### src/rtl/axi_read_arbiter.sv
// Two-master read arbiter: icache and dcache share one AXI AR/R channel, one burst at a time.
// Optional AXI_ARB_ROUND_ROBIN_EN: tie-break alternates instead of fixed dcache priority.
module axi_read_arbiter #(
  parameter int ADDR_WIDTH = 64,
  parameter int DATA_WIDTH = 64
) (
  input  logic                  clk,
  input  logic                  reset,
  input  logic                  ic_arvalid,
  input  logic [ADDR_WIDTH-1:0] ic_araddr,
  input  logic [7:0]            ic_arlen,
  input  logic [2:0]            ic_arsize,
  input  logic [1:0]            ic_arburst,
  output logic                  ic_arready,
  output logic                  ic_rvalid,
  output logic [DATA_WIDTH-1:0] ic_rdata,
  output logic                  ic_rlast,
  input  logic                  ic_rready,
  input  logic                  dc_arvalid,
  input  logic [ADDR_WIDTH-1:0] dc_araddr,
  input  logic [7:0]            dc_arlen,
  input  logic [2:0]            dc_arsize,
  input  logic [1:0]            dc_arburst,
  output logic                  dc_arready,
  output logic                  dc_rvalid,
  output logic [DATA_WIDTH-1:0] dc_rdata,
  output logic                  dc_rlast,
  input  logic                  dc_rready,
  output logic                  m_axi_arvalid,
  output logic [ADDR_WIDTH-1:0] m_axi_araddr,
  output logic [7:0]            m_axi_arlen,
  output logic [2:0]            m_axi_arsize,
  output logic [1:0]            m_axi_arburst,
  input  logic                  m_axi_arready,
  input  logic                  m_axi_rvalid,
  input  logic [DATA_WIDTH-1:0] m_axi_rdata,
  input  logic                  m_axi_rlast,
  output logic                  m_axi_rready,
  output logic                  instruction_cache_reading,
  output logic                  data_cache_reading,
  output logic                  len_error
);

  typedef enum logic [1:0] {IDLE, ADDR, DATA} state_t;

  typedef struct packed {
    logic [ADDR_WIDTH-1:0] addr;
    logic [7:0]            len;
    logic [2:0]            size;
    logic [1:0]            burst;
  } ar_req_t;

  state_t     state;
  ar_req_t    req;
  logic       gnt_ic, gnt_dc;
  logic [7:0] beat_cnt;
  logic       dc_wins, in_data, route_ic, route_dc, beat_ok;

`ifdef AXI_ARB_ROUND_ROBIN_EN
  logic last_dc;  // 1 when the dcache held the most recent grant
  assign dc_wins = dc_arvalid & (~ic_arvalid | ~last_dc);
`else
  assign dc_wins = dc_arvalid;
`endif

  // Request acceptance is combinational so the winner sees arready in its request cycle.
  assign ic_arready = (state == IDLE) & ic_arvalid & ~dc_wins;
  assign dc_arready = (state == IDLE) & dc_wins;

  assign in_data  = (state == DATA);
  assign route_ic = in_data & gnt_ic;
  assign route_dc = in_data & gnt_dc;

  assign m_axi_rready = (route_ic & ic_rready) | (route_dc & dc_rready);
  assign beat_ok      = m_axi_rvalid & m_axi_rready;

  assign ic_rvalid = route_ic & m_axi_rvalid;
  assign ic_rlast  = route_ic & m_axi_rlast;
  assign ic_rdata  = route_ic ? m_axi_rdata : '0;
  assign dc_rvalid = route_dc & m_axi_rvalid;
  assign dc_rlast  = route_dc & m_axi_rlast;
  assign dc_rdata  = route_dc ? m_axi_rdata : '0;

  assign m_axi_arvalid = (state == ADDR);
  assign m_axi_araddr  = req.addr;
  assign m_axi_arlen   = req.len;
  assign m_axi_arsize  = req.size;
  assign m_axi_arburst = req.burst;

  assign instruction_cache_reading = (state != IDLE) & gnt_ic;
  assign data_cache_reading        = (state != IDLE) & gnt_dc;

  always_ff @(posedge clk) begin
    if (reset) begin
      state     <= IDLE;
      req       <= '0;
      gnt_ic    <= 1'b0;
      gnt_dc    <= 1'b0;
      beat_cnt  <= '0;
      len_error <= 1'b0;
`ifdef AXI_ARB_ROUND_ROBIN_EN
      last_dc   <= 1'b0;
`endif
    end else begin
      case (state)
        IDLE: begin
          if (ic_arvalid | dc_arvalid) begin
            req    <= dc_wins ? '{dc_araddr, dc_arlen, dc_arsize, dc_arburst}
                              : '{ic_araddr, ic_arlen, ic_arsize, ic_arburst};
            gnt_dc <= dc_wins;
            gnt_ic <= ~dc_wins;
`ifdef AXI_ARB_ROUND_ROBIN_EN
            last_dc <= dc_wins;
`endif
            state  <= ADDR;
          end
        end
        ADDR: begin
          if (m_axi_arready) begin
            beat_cnt <= '0;
            state    <= DATA;
          end
        end
        DATA: begin
          if (beat_ok) begin
            beat_cnt <= beat_cnt + 8'd1;
            // rlast must coincide exactly with the beat whose count equals arlen
            if (m_axi_rlast != (beat_cnt == req.len)) len_error <= 1'b1;
            if (m_axi_rlast) begin
              gnt_ic <= 1'b0;
              gnt_dc <= 1'b0;
              state  <= IDLE;
            end
          end
        end
        default: state <= IDLE;
      endcase
    end
  end

endmodule

### config.mk
export PLATFORM = sky130hd
export DESIGN_NAME = axi_read_arbiter
export DESIGN_NICKNAME = d
export VERILOG_FILES = /design/src/rtl/axi_read_arbiter.sv
export SDC_FILE = /design/constraint.sdc
export NUM_CORES = 1
export LEC_CHECK = 0
export BUFFER_PORTS_ARGS = -buffer_cell sky130_fd_sc_hd__buf_2
export CORE_AREA = 10 10 165 167
export DETAILED_ROUTE_END_ITERATION = 12
export DIE_AREA = 0 0 175 177
export SYNTH_ARGS = -nofsm -noshare
export SYNTH_HDL_FRONTEND = slang
export SYNTH_SLANG_ARGS = --single-unit
### constraint.sdc
create_clock -name clk -period 2.71 [get_ports clk]
set_input_delay 0.4065 -clock clk [delete_from_list [all_inputs] [get_ports clk]]
set_output_delay 0.4065 -clock clk [all_outputs]
set_load 0.01 [all_outputs]
# Yosys cells after proc, flatten, opt, wreduce, memory -nomap -nowiden
# Index checks and enable logic that the tools add are counted.
dict set report totals {
  output_inout_bits 216
  in_bits 227
  register_bits 90
}
dict set report op_classes {
  n_reduce_logical 9
  eq_ne 8
  addsub 1
  bitwise 17
  n_mux 17
}
# operator count
set op_table {}
lappend op_table {{64-bit two-way mux} 2}
lappend op_table {{77-bit two-way mux} 1}
lappend op_table {{8-bit two-way mux} 2}
lappend op_table {{8-bit one-hot mux with 2 select lines} 1}
lappend op_table {{1-bit bitwise AND} 14}
lappend op_table {{8-bit by 1-bit adder with 8-bit output (second input constant)} 1}
lappend op_table {{8-bit == test} 1}
lappend op_table {{2-bit two-way mux} 4}
lappend op_table {{4-bit AND reduction} 2}
lappend op_table {{2-bit by 1-bit inequality test with 1-bit output (second input constant)} 3}
lappend op_table {{2-bit one-hot mux with 3 select lines} 1}
lappend op_table {{3-bit AND reduction} 2}
lappend op_table {{2-bit nonzero test} 3}
lappend op_table {{1-bit two-way mux} 4}
lappend op_table {{1-bit one-hot mux with 2 select lines} 2}
lappend op_table {{2-bit by 1-bit == test with 1-bit output (second input constant)} 1}
lappend op_table {{2-bit == test (second input constant)} 1}
lappend op_table {{2-bit logical NOT} 1}
lappend op_table {{2-bit inequality test (second input constant)} 1}
lappend op_table {{1-bit bitwise OR} 2}
lappend op_table {{2-bit AND reduction} 1}
lappend op_table {{1-bit inequality test} 1}
lappend op_table {{1-bit NOT} 1}

# Logic depth before layout (Yosys ltp)
dict set report logic_depth {
  word_depth 7
  mapped_depth 6
}

# Worst setup path before layout
# Ideal clock, no wire load.
dict set report synth_timing {
  path_kind {input -> output}
  start {input port dc_arvalid}
  end {output port ic_arready}
  t_arrival_ns 1.278
  setup_slack_ns 1.025
  n_path_buf 2
  path_stages 3
  cell_sequence {clkbuf_1 buf_2 nor4b_1}
}
dict set report synth_between {
  elab_chain_cells 2
}
# element line
set synth_lines {}
lappend synth_lines {{start: declaration} 19} ;# input logic dc_arvalid,
lappend synth_lines {{1-bit NOT} 67} ;# assign ic_arready = (state == IDLE) & ic_arvalid & ~dc_wins;
lappend synth_lines {{1-bit bitwise AND} 67}
lappend synth_lines {{end: declaration} 14} ;# output logic ic_arready,
# Every way passes these cells.

# Final worst setup path
dict set report layout_timing {
  start {register state[0]}
  end {output port dc_rdata[47]}
}
dict set report layout_between {
  elab_chain_cells 3
}
# element line
set layout_lines {}
lappend layout_lines {{start: declaration} 53} ;# state_t state;
lappend layout_lines {{start signal: assignment} 95} ;# state <= IDLE;
lappend layout_lines {{start signal: assignment} 115} ;# state <= ADDR;
lappend layout_lines {{start signal: assignment} 121} ;# state <= DATA;
lappend layout_lines {{2-bit == test} 70} ;# assign in_data = (state == DATA);
lappend layout_lines {{1-bit bitwise AND} 72} ;# assign route_dc = in_data & gnt_dc;
lappend layout_lines {{64-bit two-way mux} 82} ;# assign dc_rdata = route_dc ? m_axi_rdata : '0;
lappend layout_lines {{end: declaration} 26} ;# output logic [DATA_WIDTH-1:0] dc_rdata,
# Every way passes these cells.

==> qor.tcl <==
set qor(mostFrequentLayoutCells) {sky130_fd_sc_hd__buf_2 (441), sky130_fd_sc_hd__and3_1 (134), sky130_fd_sc_hd__dfxtp_1 (90)}
set qor(crit_path_start) {state[0]}
set qor(worstRegToRegCells) 5
set qor(drcViolationCount) 0
set qor(numPortBuffers) 442
set qor(setup.worst_path.end_class) {output pin}
set qor(grt_overflow) 0
set qor(regArea_sq_um) 1800
set qor(synth_enable_flop_cells) 0
set qor(rsz_0062_raised_after_global_routing) {false}
set qor(multi_input_logic_area_sq_um) 2980
set qor(max_freq_ghz) 0.411
set qor(cts.reportedPaths.clkPinSlew_ns) 0.07
set qor(power_leakage_nw) 4.68
set qor(r2r_end) {m_axi_araddr[13]}
set qor(first_pass_iters) 5
set qor(biggest_area_consumer_among_synthesized_cells) {sky130_fd_sc_hd__dfxtp_1}
set qor(die_x_um) 175
set qor(vias) 6003
set qor(r2r_start) {state[0]}
set qor(cts_tree) {done}
set qor(synth_nets) 826
set qor(synth_top_family_by_area) {simple AND/OR/NAND/NOR gates}
set qor(grt_util_all_layers_pct) 14.1
set qor(grt_max_degree) 112
set qor(placementRows) 57
set qor(number_of_global_route_vias_before_repair) 5984
set qor(remaining_number_of_nets_flagged_by_the_antenna_check_after_routing) 0
set qor(hold_path.class) {input pin to flop}
set qor(power_switching_mw) 1.22
set qor(yosysUniqueCellTypes) 39
set qor(power.density_cell_area_nw_per_um2) 494
set qor(antenna_violations_before_repair) 4
set qor(post_cts_resize_count) 0
set qor(synth_xor_area_share_pct) 1.35
set qor(via_per_inst) 4.52
set qor(cell_count_after_synthesis) 598
set qor(switching_share_pct) 31.6
set qor(share_comb_of_total_power_pct) 26.8
set qor(vert_die_dim_um) 177
set qor(synth.mux.area_fraction_pct) 15.1
set qor(layout_setup_ws_ns) 0.279
set qor(power_frac_seq_pct) 40.1
set qor(cts.htree.levels) 3
set qor(nets) 1226
set qor(worst_case_hold_path_end_point) {state[0]}
set qor(synth_compound_area_share_pct) 14.6
set qor(detail_route.wirelength_um) 23700
set qor(worstPathMaxFanout) 111
set qor(synth.yosys.seq_area_share_pct) 34.7
set qor(tightest_slew_ns) 0.644
set qor(finalCriticalPeriod_ns) 2.43
set qor(max-slew-margin-rel_pct) 57.1
set qor(avgRoutedWirePerCell_um) 17.8
set qor(postSynthRegisterBits) 90
set qor(finish.instance_area_sq_um) 7850
set qor(report.final.slew_viol_count) 0
set qor(dp_hpwl_um) 19800
set qor(syn-mean-instance-area_sq_um) 8.67
set qor(maxCapViolations) 0
set qor(clock_sinks) 90
set qor(post_placement_worst_setup_slack_ns) 0.704
set qor(place_congestion) 0.871
set qor(finalSetupViolCount) 0
set qor(synth_largest_type_area_fraction_pct) 34.7
set qor(placeableCoreArea_sq_um) 24000
set qor(boundaryPins) 443
set qor(synthArstFlopShare_pct) 0
set qor(final_util_pct) 32.7
set qor(layout-drive-gt1-share_pct) 47.6
set qor(cts_hold_repair.buffers) 0
set qor(final.setup_skew_ns) 0.0128
set qor(timing.critical_path.from_type) {flop}
set qor(mostFrequentLayoutCell) {sky130_fd_sc_hd__buf_2}
set qor(max-vdd-ir-drop_mv) 0.254
set qor(status) {finished clean}
set qor(cts_buffers) 9
set qor(first_pass_grt_wire_length_um) 35000
set qor(post_cts_buffers) 0
set qor(cp.required_ns) 2.30
set qor(final-instance-count-excl-fill) 1327
set qor(hold_viol) 0
set qor(total_negative_setup_slacks_ns) 0
set qor(synthesis.area_sq_um) 5180
set qor(ys.warnings.count) 0
set qor(min_period_over_period_pct) 89.7
set qor(synth_adder_area_share_pct) 0.241
set qor(critPathKind) {flop to output pin}
set qor(worst_hold_path.num_cells) 3
set qor(synth_top_cells_by_area) {sky130_fd_sc_hd__dfxtp_1 (35%), sky130_fd_sc_hd__and3_1 (16%), sky130_fd_sc_hd__mux2i_1 (15%), sky130_fd_sc_hd__a211oi_1 (11%), sky130_fd_sc_hd__nor2_1 (6.2%)}
set qor(area_delta_synth_final_pct) 51.3
set qor(clkPwrFrac_pct) 33.1
set qor(floorplan.initialDensity_pct) 21.6
set qor(yosys.area_share.simple_pct) 26.1
set qor(cts_root_buf) {sky130_fd_sc_hd__clkbuf_16}
set qor(die_area_sq_um) 31000
set qor(placed_cells_incl_taps) 1311
set qor(worstHoldStart) {m_axi_arready}
set qor(worst_case_register_to_register_setup_slack_ns) 0.79
set qor(clock_path_buffers) 2
set qor(clkLatencyLatePin_ns) 0.34
set qor(fill_cell_instance_count_of_the_final_layout) 2568
set qor(post_dp_cell_area_sq_um) 7540
set qor(worst-endpoint-arrival_ns) 2.02
set qor(synth-main-ff-cell) {sky130_fd_sc_hd__dfxtp_1}
set qor(internal_power_mw) 2.65
set qor(number_of_violations_reported_at_the_end_of_detailed_routing_iteration_0) 413
-- synth_stat cells, drive strengths merged (2+ instances only) --
cell    instances
and3          135
dfxtp          90
nor2           85
a211oi         78
mux2i          78
clkbuf         37
buf            29
a21oi           8
nand2           8
xnor2           8
nand3           5
a31oi           3
and2            3
nand3b          3
o21ai           3
and2b           2
nand4           2
nor2b           2
nor3            2
o22ai           2
-- per-stage QoR --
stage / total power [mW] / hold WS [ns]
after global placement: 2.62 / 0.468
after CTS: 3.95 / 0.329
after global routing: 4.11 / 0.386
after floorplan: 2.20 / 0.468
final: 3.87 / 0.354
after detailed placement: 2.64 / 0.484
-- worst max-delay path: stages (launching register included) --
cell	delay (ns)
sky130_fd_sc_hd__dfxtp_1	0.37
sky130_fd_sc_hd__and2b_2	0.53
sky130_fd_sc_hd__buf_12	0.33
sky130_fd_sc_hd__and3_1	0.23
sky130_fd_sc_hd__buf_2	0.16
-- power groups by stage --
stage	clock network, mW	logic [mW]	registers, mW
2_1_floorplan	0	0.543	1.65
3_5_place_dp	0	1.05	1.58
6_report	1.28	1.04	1.55
5_1_grt	1.38	1.15	1.58
3_3_place_gp	0	1.04	1.58
4_1_cts	1.34	1.05	1.56
-- state kept, by name, summed over array words and instances, names as in the netlist --
register,flops
m_axi_arlen,8
state,2
gnt_ic,1
m_axi_arburst,2
gnt_dc,1
m_axi_araddr,64
len_error,1
m_axi_arsize,3
beat_cnt,8
-- per-layer routing --
layer	GRT usage, %	up-vias	routed length, um
met2	24.8	305	12100
met5	0	-	0
met1	16.1	2678	9400
met3	4.52	24	1990
met4	3.74	0	241
li1	-	2996	-
-- kinds of logic (layout without fill, tap and decap cells) --
| kind of cell | count (synthesis) | in the layout |
|---|---|---|
| AOI/OAI and AO/OA | 102 | 102 |
| xor gates and xnor gates | 8 | 8 |
| adders and majority gates | 1 | 1 |
| buffers and inverters | 67 | 471 |
| DFF | 90 | 90 |
| muxes | 78 | 78 |
| other | 0 | 1 |
| and+or+nand+nor | 252 | 252 |
-- worst max path at each step --
stage	to	slack, ns	cells after the start
after global routing	dc_rdata[0]	0.16	4
after global placement	ic_rdata[59]	0.76	4
after CTS	dc_rdata[47]	0.31	4
after detailed placement	dc_rdata[47]	0.70	4
after floorplan	ic_arready	1.03	3
final	dc_rdata[47]	0.28	4
-- area by class of cell --
cell class | instances | area share [%]
Multi-Input combinational cell | 441 | 38.0
Timing Repair Buffer | 455 | 30.0
Sequential cell | 90 | 23.0
Tap cell | 324 | 5.17
Clock buffer | 9 | 2.87
Clock inverter | 6 | 0.925
Inverter | 1 | 0.0478
Antenna cell | 1 | 0.0319
(Power assumes the default switching activity.)
